===== src/rtl/mac_kbd_pkg.sv =====
// rtl/mac_kbd_pkg.sv - shared types and default timing for the Mac keyboard serial link
package mac_kbd_pkg;

    typedef enum logic [2:0] {
        IDLE       = 3'd0,
        RX         = 3'd1,
        CMD        = 3'd2,
        WAIT_REPLY = 3'd3,
        TX_WAIT    = 3'd4,
        TX         = 3'd5
    } state_t;

    localparam int HALF_W = 16;
    localparam int TO_W   = 21;

    localparam int unsigned CMD_HALF_DEF      = 1600;
    localparam int unsigned REPLY_HALF_DEF    = 720;
    localparam int unsigned START_DLY_DEF     = 16;
    localparam int unsigned REPLY_TIMEOUT_DEF = 1100000;

endpackage


===== src/rtl/mac_kbd_serial_if.sv =====
// rtl/mac_kbd_serial_if.sv - byte/strobe link between the serial layer and the protocol core
interface mac_kbd_serial_if;

    logic [7:0] cmd_data;
    logic       cmd_strobe;
    logic [7:0] reply_data;
    logic       reply_strobe;
    logic       reply_drop;

    // master: the serial link layer; slave: the keyboard protocol core side
    modport master (
        output cmd_data, cmd_strobe, reply_drop,
        input  reply_data, reply_strobe
    );

    modport slave (
        input  cmd_data, cmd_strobe, reply_drop,
        output reply_data, reply_strobe
    );

endinterface


===== src/rtl/mac_kbd_bitclk.sv =====
// rtl/mac_kbd_bitclk.sv - 8-period keyboard clock generator shared by command and reply frames
module mac_kbd_bitclk
    import mac_kbd_pkg::*;
(
    input  logic              clk,
    input  logic              reset,
    input  logic              ce,
    input  logic              start,
    input  logic [HALF_W-1:0] half,
    output logic              kbd_clk,
    output logic              rise,
    output logic              fall,
    output logic              done
);

    logic              active_q, active_d;
    logic              clk_q, clk_d;
    logic [HALF_W-1:0] cnt_q, cnt_d;
    logic [2:0]        bit_q, bit_d;
    logic              phase_end;

    // rise/fall/done are flagged on the tick that flips the clock flop so the
    // parent can sample or drive data in lockstep with the registered edge
    assign phase_end = active_q && (cnt_q == (half - HALF_W'(1)));
    assign rise      = ce && phase_end && !clk_q;
    assign fall      = ce && phase_end && clk_q && (bit_q != 3'd7);
    assign done      = ce && phase_end && clk_q && (bit_q == 3'd7);
    assign kbd_clk   = clk_q;

    // phase counter and clock level; a frame opens with the low phase of bit 7
    always_comb begin
        active_d = active_q;
        clk_d    = clk_q;
        cnt_d    = cnt_q;
        bit_d    = bit_q;
        if (ce) begin
            if (start) begin
                active_d = 1'b1;
                clk_d    = 1'b0;
                cnt_d    = '0;
                bit_d    = 3'd0;
            end else if (active_q) begin
                if (phase_end) begin
                    cnt_d = '0;
                    clk_d = !clk_q;
                    if (clk_q) begin
                        if (bit_q == 3'd7) begin
                            active_d = 1'b0;
                            clk_d    = 1'b1;
                        end else begin
                            bit_d = bit_q + 3'd1;
                        end
                    end
                end else begin
                    cnt_d = cnt_q + HALF_W'(1);
                end
            end
        end
    end

    // clock generator state register, idles with the clock released high
    always_ff @(posedge clk or posedge reset) begin
        if (reset) begin
            active_q <= 1'b0;
            clk_q    <= 1'b1;
            cnt_q    <= '0;
            bit_q    <= 3'd0;
        end else begin
            active_q <= active_d;
            clk_q    <= clk_d;
            cnt_q    <= cnt_d;
            bit_q    <= bit_d;
        end
    end

endmodule


===== src/rtl/mac_kbd_serial.sv =====
// rtl/mac_kbd_serial.sv - Mac keyboard serial link layer: command receive, reply transmit
module mac_kbd_serial
    import mac_kbd_pkg::*;
#(
    parameter int unsigned CMD_HALF      = CMD_HALF_DEF,
    parameter int unsigned REPLY_HALF    = REPLY_HALF_DEF,
    parameter int unsigned START_DLY     = START_DLY_DEF,
    parameter int unsigned REPLY_TIMEOUT = REPLY_TIMEOUT_DEF
) (
    input  logic             clk,
    input  logic             reset,
    input  logic             ce,
    input  logic             mac_data,
    output logic             kbd_clk,
    output logic             kbd_data,
    output logic             busy,
    mac_kbd_serial_if.master kbd_if
);

    logic              sync1_q, sync2_q, mac_s;
    state_t            state_q, state_d;
    logic [HALF_W-1:0] start_cnt_q, start_cnt_d;
    logic [TO_W-1:0]   to_cnt_q, to_cnt_d;
    logic [7:0]        rx_shift_q, rx_shift_d;
    logic [7:0]        tx_shift_q, tx_shift_d;
    logic [7:0]        cmd_data_q, cmd_data_d;
    logic              cmd_strobe_q, cmd_strobe_d;
    logic              kbd_data_q, kbd_data_d;
    logic              reply_drop_q, reply_drop_d;
    logic              bc_start, bc_rise, bc_fall, bc_done;
    logic [HALF_W-1:0] bc_half;

    assign mac_s                = sync2_q;
    assign busy                 = (state_q != IDLE);
    assign kbd_data             = kbd_data_q;
    assign kbd_if.cmd_data      = cmd_data_q;
    assign kbd_if.cmd_strobe    = cmd_strobe_q;
    assign kbd_if.reply_drop    = reply_drop_q;
    assign bc_half              = ((state_q == TX_WAIT) || (state_q == TX)) ?
                                  HALF_W'(REPLY_HALF) : HALF_W'(CMD_HALF);

    mac_kbd_bitclk u_bitclk (
        .clk     (clk),
        .reset   (reset),
        .ce      (ce),
        .start   (bc_start),
        .half    (bc_half),
        .kbd_clk (kbd_clk),
        .rise    (bc_rise),
        .fall    (bc_fall),
        .done    (bc_done)
    );

    // two-flop guard for the Mac data line, clocked every clk regardless of ce
    always_ff @(posedge clk or posedge reset) begin
        if (reset) begin
            sync1_q <= 1'b1;
            sync2_q <= 1'b1;
        end else begin
            sync1_q <= mac_data;
            sync2_q <= sync1_q;
        end
    end

    // frame sequencing: start detect, command shift-in, reply wait, reply shift-out
    always_comb begin
        state_d      = state_q;
        start_cnt_d  = start_cnt_q;
        to_cnt_d     = to_cnt_q;
        rx_shift_d   = rx_shift_q;
        tx_shift_d   = tx_shift_q;
        cmd_data_d   = cmd_data_q;
        cmd_strobe_d = cmd_strobe_q;
        kbd_data_d   = kbd_data_q;
        reply_drop_d = reply_drop_q;
        bc_start     = 1'b0;
        if (ce) begin
            cmd_strobe_d = 1'b0;
            reply_drop_d = kbd_if.reply_strobe && (state_q != WAIT_REPLY);
            case (state_q)
                IDLE: begin
                    kbd_data_d = 1'b1;
                    if (start_cnt_q == HALF_W'(START_DLY)) begin
                        state_d     = RX;
                        start_cnt_d = '0;
                        rx_shift_d  = '0;
                        bc_start    = 1'b1;
                    end else if (!mac_s) begin
                        start_cnt_d = start_cnt_q + HALF_W'(1);
                    end else begin
                        start_cnt_d = '0;
                    end
                end
                RX: begin
                    if (bc_rise) begin
                        rx_shift_d = {rx_shift_q[6:0], mac_s};
                    end
                    if (bc_done) begin
                        cmd_data_d   = rx_shift_q;
                        cmd_strobe_d = 1'b1;
                        state_d      = CMD;
                    end
                end
                CMD: begin
                    state_d  = WAIT_REPLY;
                    to_cnt_d = '0;
                end
                WAIT_REPLY: begin
                    // a strobe wins over a timeout landing on the same tick
                    if (kbd_if.reply_strobe) begin
                        tx_shift_d = kbd_if.reply_data;
                        state_d    = TX_WAIT;
                    end else if (to_cnt_q == TO_W'(REPLY_TIMEOUT)) begin
                        state_d = IDLE;
                    end else if (to_cnt_q != {TO_W{1'b1}}) begin
                        to_cnt_d = to_cnt_q + TO_W'(1);
                    end
                end
                TX_WAIT: begin
                    if (mac_s) begin
                        state_d    = TX;
                        bc_start   = 1'b1;
                        kbd_data_d = tx_shift_q[7];
                        tx_shift_d = {tx_shift_q[6:0], 1'b0};
                    end
                end
                TX: begin
                    if (bc_fall) begin
                        kbd_data_d = tx_shift_q[7];
                        tx_shift_d = {tx_shift_q[6:0], 1'b0};
                    end else if (bc_done) begin
                        kbd_data_d = 1'b1;
                        state_d    = IDLE;
                    end
                end
                default: begin
                    state_d    = IDLE;
                    kbd_data_d = 1'b1;
                end
            endcase
        end
    end

    // link state register
    always_ff @(posedge clk or posedge reset) begin
        if (reset) begin
            state_q      <= IDLE;
            start_cnt_q  <= '0;
            to_cnt_q     <= '0;
            rx_shift_q   <= '0;
            tx_shift_q   <= '0;
            cmd_data_q   <= 8'h00;
            cmd_strobe_q <= 1'b0;
            kbd_data_q   <= 1'b1;
            reply_drop_q <= 1'b0;
        end else begin
            state_q      <= state_d;
            start_cnt_q  <= start_cnt_d;
            to_cnt_q     <= to_cnt_d;
            rx_shift_q   <= rx_shift_d;
            tx_shift_q   <= tx_shift_d;
            cmd_data_q   <= cmd_data_d;
            cmd_strobe_q <= cmd_strobe_d;
            kbd_data_q   <= kbd_data_d;
            reply_drop_q <= reply_drop_d;
        end
    end

endmodule


===== src/flat_wrapper.sv =====
// flat-port wrapper written by rule: the top's interface ports become plain ports
module mac_kbd_serial_flat import mac_kbd_pkg::*;
#(
    parameter int unsigned CMD_HALF      = CMD_HALF_DEF,
    parameter int unsigned REPLY_HALF    = REPLY_HALF_DEF,
    parameter int unsigned START_DLY     = START_DLY_DEF,
    parameter int unsigned REPLY_TIMEOUT = REPLY_TIMEOUT_DEF
)
  (clk, reset, ce, mac_data, kbd_clk, kbd_data, busy, kbd_if_cmd_data, kbd_if_cmd_strobe, kbd_if_reply_drop, kbd_if_reply_data, kbd_if_reply_strobe);
  mac_kbd_serial_if kbd_if_i ();
  input  logic clk;
  input  logic reset;
  input  logic ce;
  input  logic mac_data;
  output logic kbd_clk;
  output logic kbd_data;
  output logic busy;
  output wire logic [$bits(kbd_if_i.cmd_data)-1:0] kbd_if_cmd_data;
  output wire logic [$bits(kbd_if_i.cmd_strobe)-1:0] kbd_if_cmd_strobe;
  output wire logic [$bits(kbd_if_i.reply_drop)-1:0] kbd_if_reply_drop;
  input wire logic [$bits(kbd_if_i.reply_data)-1:0] kbd_if_reply_data;
  input wire logic [$bits(kbd_if_i.reply_strobe)-1:0] kbd_if_reply_strobe;
  assign kbd_if_cmd_data = kbd_if_i.cmd_data;
  assign kbd_if_cmd_strobe = kbd_if_i.cmd_strobe;
  assign kbd_if_reply_drop = kbd_if_i.reply_drop;
  assign kbd_if_i.reply_data = kbd_if_reply_data;
  assign kbd_if_i.reply_strobe = kbd_if_reply_strobe;
  mac_kbd_serial #(.CMD_HALF(CMD_HALF), .REPLY_HALF(REPLY_HALF), .START_DLY(START_DLY), .REPLY_TIMEOUT(REPLY_TIMEOUT)) u_core (.clk(clk), .reset(reset), .ce(ce), .mac_data(mac_data), .kbd_clk(kbd_clk), .kbd_data(kbd_data), .busy(busy), .kbd_if(kbd_if_i));
endmodule

===== config.mk =====
export PLATFORM = sky130hd
export DESIGN_NAME = mac_kbd_serial_flat
export DESIGN_NICKNAME = d
export VERILOG_FILES = /design/src/rtl/mac_kbd_pkg.sv /design/src/rtl/mac_kbd_serial_if.sv /design/src/rtl/mac_kbd_bitclk.sv /design/src/rtl/mac_kbd_serial.sv /design/src/flat_wrapper.sv
export SDC_FILE = /design/constraint.sdc
export NUM_CORES = 1
export LEC_CHECK = 0
export ABC_CLOCK_PERIOD_IN_PS = 2500
export BUFFER_PORTS_ARGS = -buffer_cell sky130_fd_sc_hd__buf_2
export CAP_MARGIN = 10
export CORE_MARGIN = 8
export CORE_UTILIZATION = 55
export DETAILED_ROUTE_END_ITERATION = 10
export PLACE_DENSITY = 0.84
export SYNTH_ARGS = -nofsm -noshare
export SYNTH_HDL_FRONTEND = slang
export SYNTH_SLANG_ARGS = --single-unit

===== constraint.sdc =====
create_clock -name clk -period 2.5 [get_ports clk]
set_input_delay 0.125 -clock clk [delete_from_list [all_inputs] [get_ports clk]]
set_output_delay 0.125 -clock clk [all_outputs]
set_load 0.02 [all_outputs]

==> impl_summary.md <==
Status
The flow ran to the end, and the final reports show no timing, DRC or antenna violations.

Yosys
The proportion of synthesized chip area in sequential cells is 46.4%. In this run, distinct cell masters in the synthesized netlist total 61. Yosys printed 0 warnings. The number of flops mapped to enable cells by yosys is 0. Counting flops and latches in the post-synthesis netlist gives 90. In this run the mean area of a mapped cell was 9.60 µm². The top flip-flop cell by instance count after synthesis is dfrtp_1.

The share of flip-flops with an asynchronous set or reset is 100%. After technology mapping, the gate count stands at 507. The synthesized netlist net count is 527. The synthesized area is 0.00487 mm².

Clocking
Clock tree synthesis inserted a total of 9 buffers. TritonCTS built the clock tree. The maximum buffer depth of the clock tree is 2. After clock tree synthesis, the clock-pin slew on the worst setup and hold paths is 0.10 ns.

In this run the post-CTS setup repair buffer count came out at 0. The clock sink total is 90. The cell sitting at the root of the clock tree is a clkbuf_8. For the worst-skew pair, the clock arrives at the later sink with an insertion delay of 0.37 ns.

The deepest level of the CTS H-tree is 3.

Die
The region available for standard cell placement spans 0.00864 mm². The total die area is 0.0121 mm². The die outline height is 110 µm. The die is 110 µm wide. The number of top-level pins is 26. The initial core utilization is 56.4%.

The floorplan has 34 rows.

Hold path
The hold path depth is 4. The worst hold path begins at kbd_if_reply_data[4]. The path category of the worst min-delay check is in -> reg. The endpoint with the worst hold slack is u_core.tx_shift_q[4]$_DFFE_PP0P_.

Cells and area
Leaving out fill and tap cells, the most frequent cell in the layout is dfrtp_1. The area growth from synthesis to layout is 11.7%. The final core area utilization is 63.0%. Leaving out fill and tap cells, the most frequent cells in the layout are 86 x dfrtp_1, 70 x nand2_1, 35 x nor2_1. The number of antenna diodes in the final layout is 0.

With fillers left out, the area of the finished cells amounts to 0.00544 mm². The number of nets in the finished design is 566. The fraction of layout instances using a drive strength above 1 is 16.3%.

STA
The worst slew margin relative to its limit is 54.0%. At the pin with the least slew margin, the transition time is 0.688 ns. Setup repair after global routing left no endpoint under its margin. After layout, the worst path uses 95.9% of the clock period.

The final-report max-slew violation count was 0. The shortest clock period the worst path allows after layout is 2.40 ns. After routing, the total negative slack on setup checks comes to 0 ns.

Across all hold checks on the routed design, the worst slack comes to 0.0561 ns. The final clock skew is 0.0142 ns. For this run, the top clock speed supported by timing is 417 MHz. The final hold violation count came to 0. The final-report setup violation count is 0.

Job
Across the run, the number of max-cap violations was 0.

Power
VDD sags by at most 0.310 mV. The net load switching power is 0.889 mW. The areal power density over the cells is 557 mW/mm². Total power for the finished layout comes to 3.03 mW. The share of power burned in the clock network is 32.5%. Of the total power, registers draw 55.6%. The internal power of the cells totals 2.14 mW. In this run switching power makes up 29.4% of total power. The combinational fraction of design power is 11.9%. For this design the static power due to leakage is 2.45 nW.

Route
The count of vias placed by the detailed router is 4,103. After detailed routing, the average wire length per cell comes to 16.8 µm. The number of DRC markers after the initial detailed-route iteration is 294. The number of DRC violations after detailed routing is 0.

The total iterations of the first detailed-routing run is 5. The post-route antenna net violation count is 0. The routed via count divided by cell count is 6.23. The total wirelength of the detailed-routed design is 11,100 µm.

GRT
The via count of the first global-routing pass is 3,994. The initial antenna violation count came to 0. The total routing resource utilization after global routing is 19.5%. The remaining global-route overflow is 0. The largest net degree at the start of global routing is 59. The first global-routing pass estimated 19,100 µm of wire.

Placement
After legalization and detailed placement, the total HPWL measured 7930 µm. The post-place instance area is 0.00521 mm². Port buffering added 25 buffers. The congestion estimate from routability-driven global placement came to 0.877.

Critical path
The worst path arrival time is 2.65 ns. The startpoint of the worst register-to-register path is u_core.state_q[2]$_DFFE_PP0P_. The highest fanout seen on the critical path is 12. For flop-to-flop paths, the worst setup slack is 0.10 ns.

The kind of end point of the critical path is a flip-flop. The critical path required time is 2.76 ns. The capture instance of the worst register-to-register path is u_core.tx_shift_q[7]$_DFFE_PP0P_. Counting cells, the worst reg-to-reg path comes to 5. The critical path start-end classification is reg -> reg.

The worst setup path is launched from a flip-flop.
-- flip-flops by register name (all words and copies together) (netlist names), 3 cells and up --
name	count
u_core.kbd_if.cmd_data	8
u_core.rx_shift_q	8
u_core.start_cnt_q	16
u_core.state_q	3
u_core.to_cnt_q	21
u_core.tx_shift_q	8
u_core.u_bitclk.bit_q	3
u_core.u_bitclk.cnt_q	16
-- kinds of logic after synthesis --
| logic type | Yosys count | share of synthesized area [%] |
|---|---|---|
| compound gates | 100 | 14.3 |
| mux | 27 | 5.99 |
| fa+ha+maj | 7 | 1.80 |
| buf+inv | 37 | 3.06 |
| flops | 90 | 46.4 |
| simple gates | 229 | 25.4 |
| xor+xnor | 17 | 3.06 |
-- synthesized netlist by cell type, drive strengths merged, types with 12 or more instances --
library cell | count | area share (%)
nor4 | 12 | 1.5
clkbuf | 15 | 1.2
dfrtp | 86 | 44
a21oi | 18 | 1.9
and3 | 15 | 1.9
nor3 | 16 | 1.7
inv | 14 | 1.1
nand2 | 70 | 5.4
mux2 | 17 | 3.9
o21ai | 22 | 2.3
nand3 | 19 | 2.0
nor2 | 36 | 2.9
nand4 | 13 | 1.7
or4 | 12 | 1.9
-- worst max-delay path: stages, from the launching register on --
cell       delay [ns]
dfrtp_1          0.52
nor2b_1          0.24
nor4b_4          0.45
o2111ai_1        0.30
a31oi_4          0.40
mux2_1           0.38
-- through the flow --
step,cells,setup WS (ns)
global route,659,0.0115
floorplan,507,0.0464
CTS,658,0.111
detailed placement,639,0.118
global placement,639,0.237
finish,659,0.103
-- worst max path at each step --
stage | start | end | slack [ns]
CTS | u_core.state_q[2]$_DFFE_PP0P_ | u_core.tx_shift_q[7]$_DFFE_PP0P_ | 0.11
global placement | u_core.mac_s$_DFF_PP1_ | u_core.u_bitclk.cnt_q[13]$_DFFE_PP0P_ | 0.24
floorplan | reset | u_core.kbd_if.cmd_data[0]$_DFFE_PP0P_ | 0.05
global route | u_core.state_q[2]$_DFFE_PP0P_ | u_core.tx_shift_q[7]$_DFFE_PP0P_ | 0.01
finish | u_core.state_q[2]$_DFFE_PP0P_ | u_core.tx_shift_q[7]$_DFFE_PP0P_ | 0.10
detailed placement | u_core.u_bitclk.cnt_q[12]$_DFFE_PP0P_ | u_core.tx_shift_q[7]$_DFFE_PP0P_ | 0.12
-- final cells by class --
class                      count  area, µm²
tap                          108        135
clock buffer                  10        138
clock inverter                 6       55.1
fill                         690       3200
sequential                    90       2260
timing repair buffer          50        333
inverter                      15       57.6
multi-input combinational    380       2460
-- metal layers --
metal	routed length (µm)	track usage, %	vias to the layer above
li1	-	-	1946
met1	4910	25.1	2011
met2	5500	32.0	128
met3	531	4.24	18
met4	159	6.95	0
met5	0	0	-
-- what timing repair did --
item                                    in CTS  in global routing
endpoints found under the hold margin       32                  0
resized for setup                            0                  0
hold buffers                                 3                  0
endpoints found under the setup margin       0                  1
-- power groups by stage --
stage	logic [mW]	clock network, mW	registers [mW]
after CTS	0.359	1.01	1.68
final	0.359	0.984	1.69
after detailed placement	0.354	0	1.71
after global placement	0.330	0	1.70
after global routing	0.412	1.07	1.70
after floorplan	0.247	0	1.69
(Power assumes the default switching activity.)
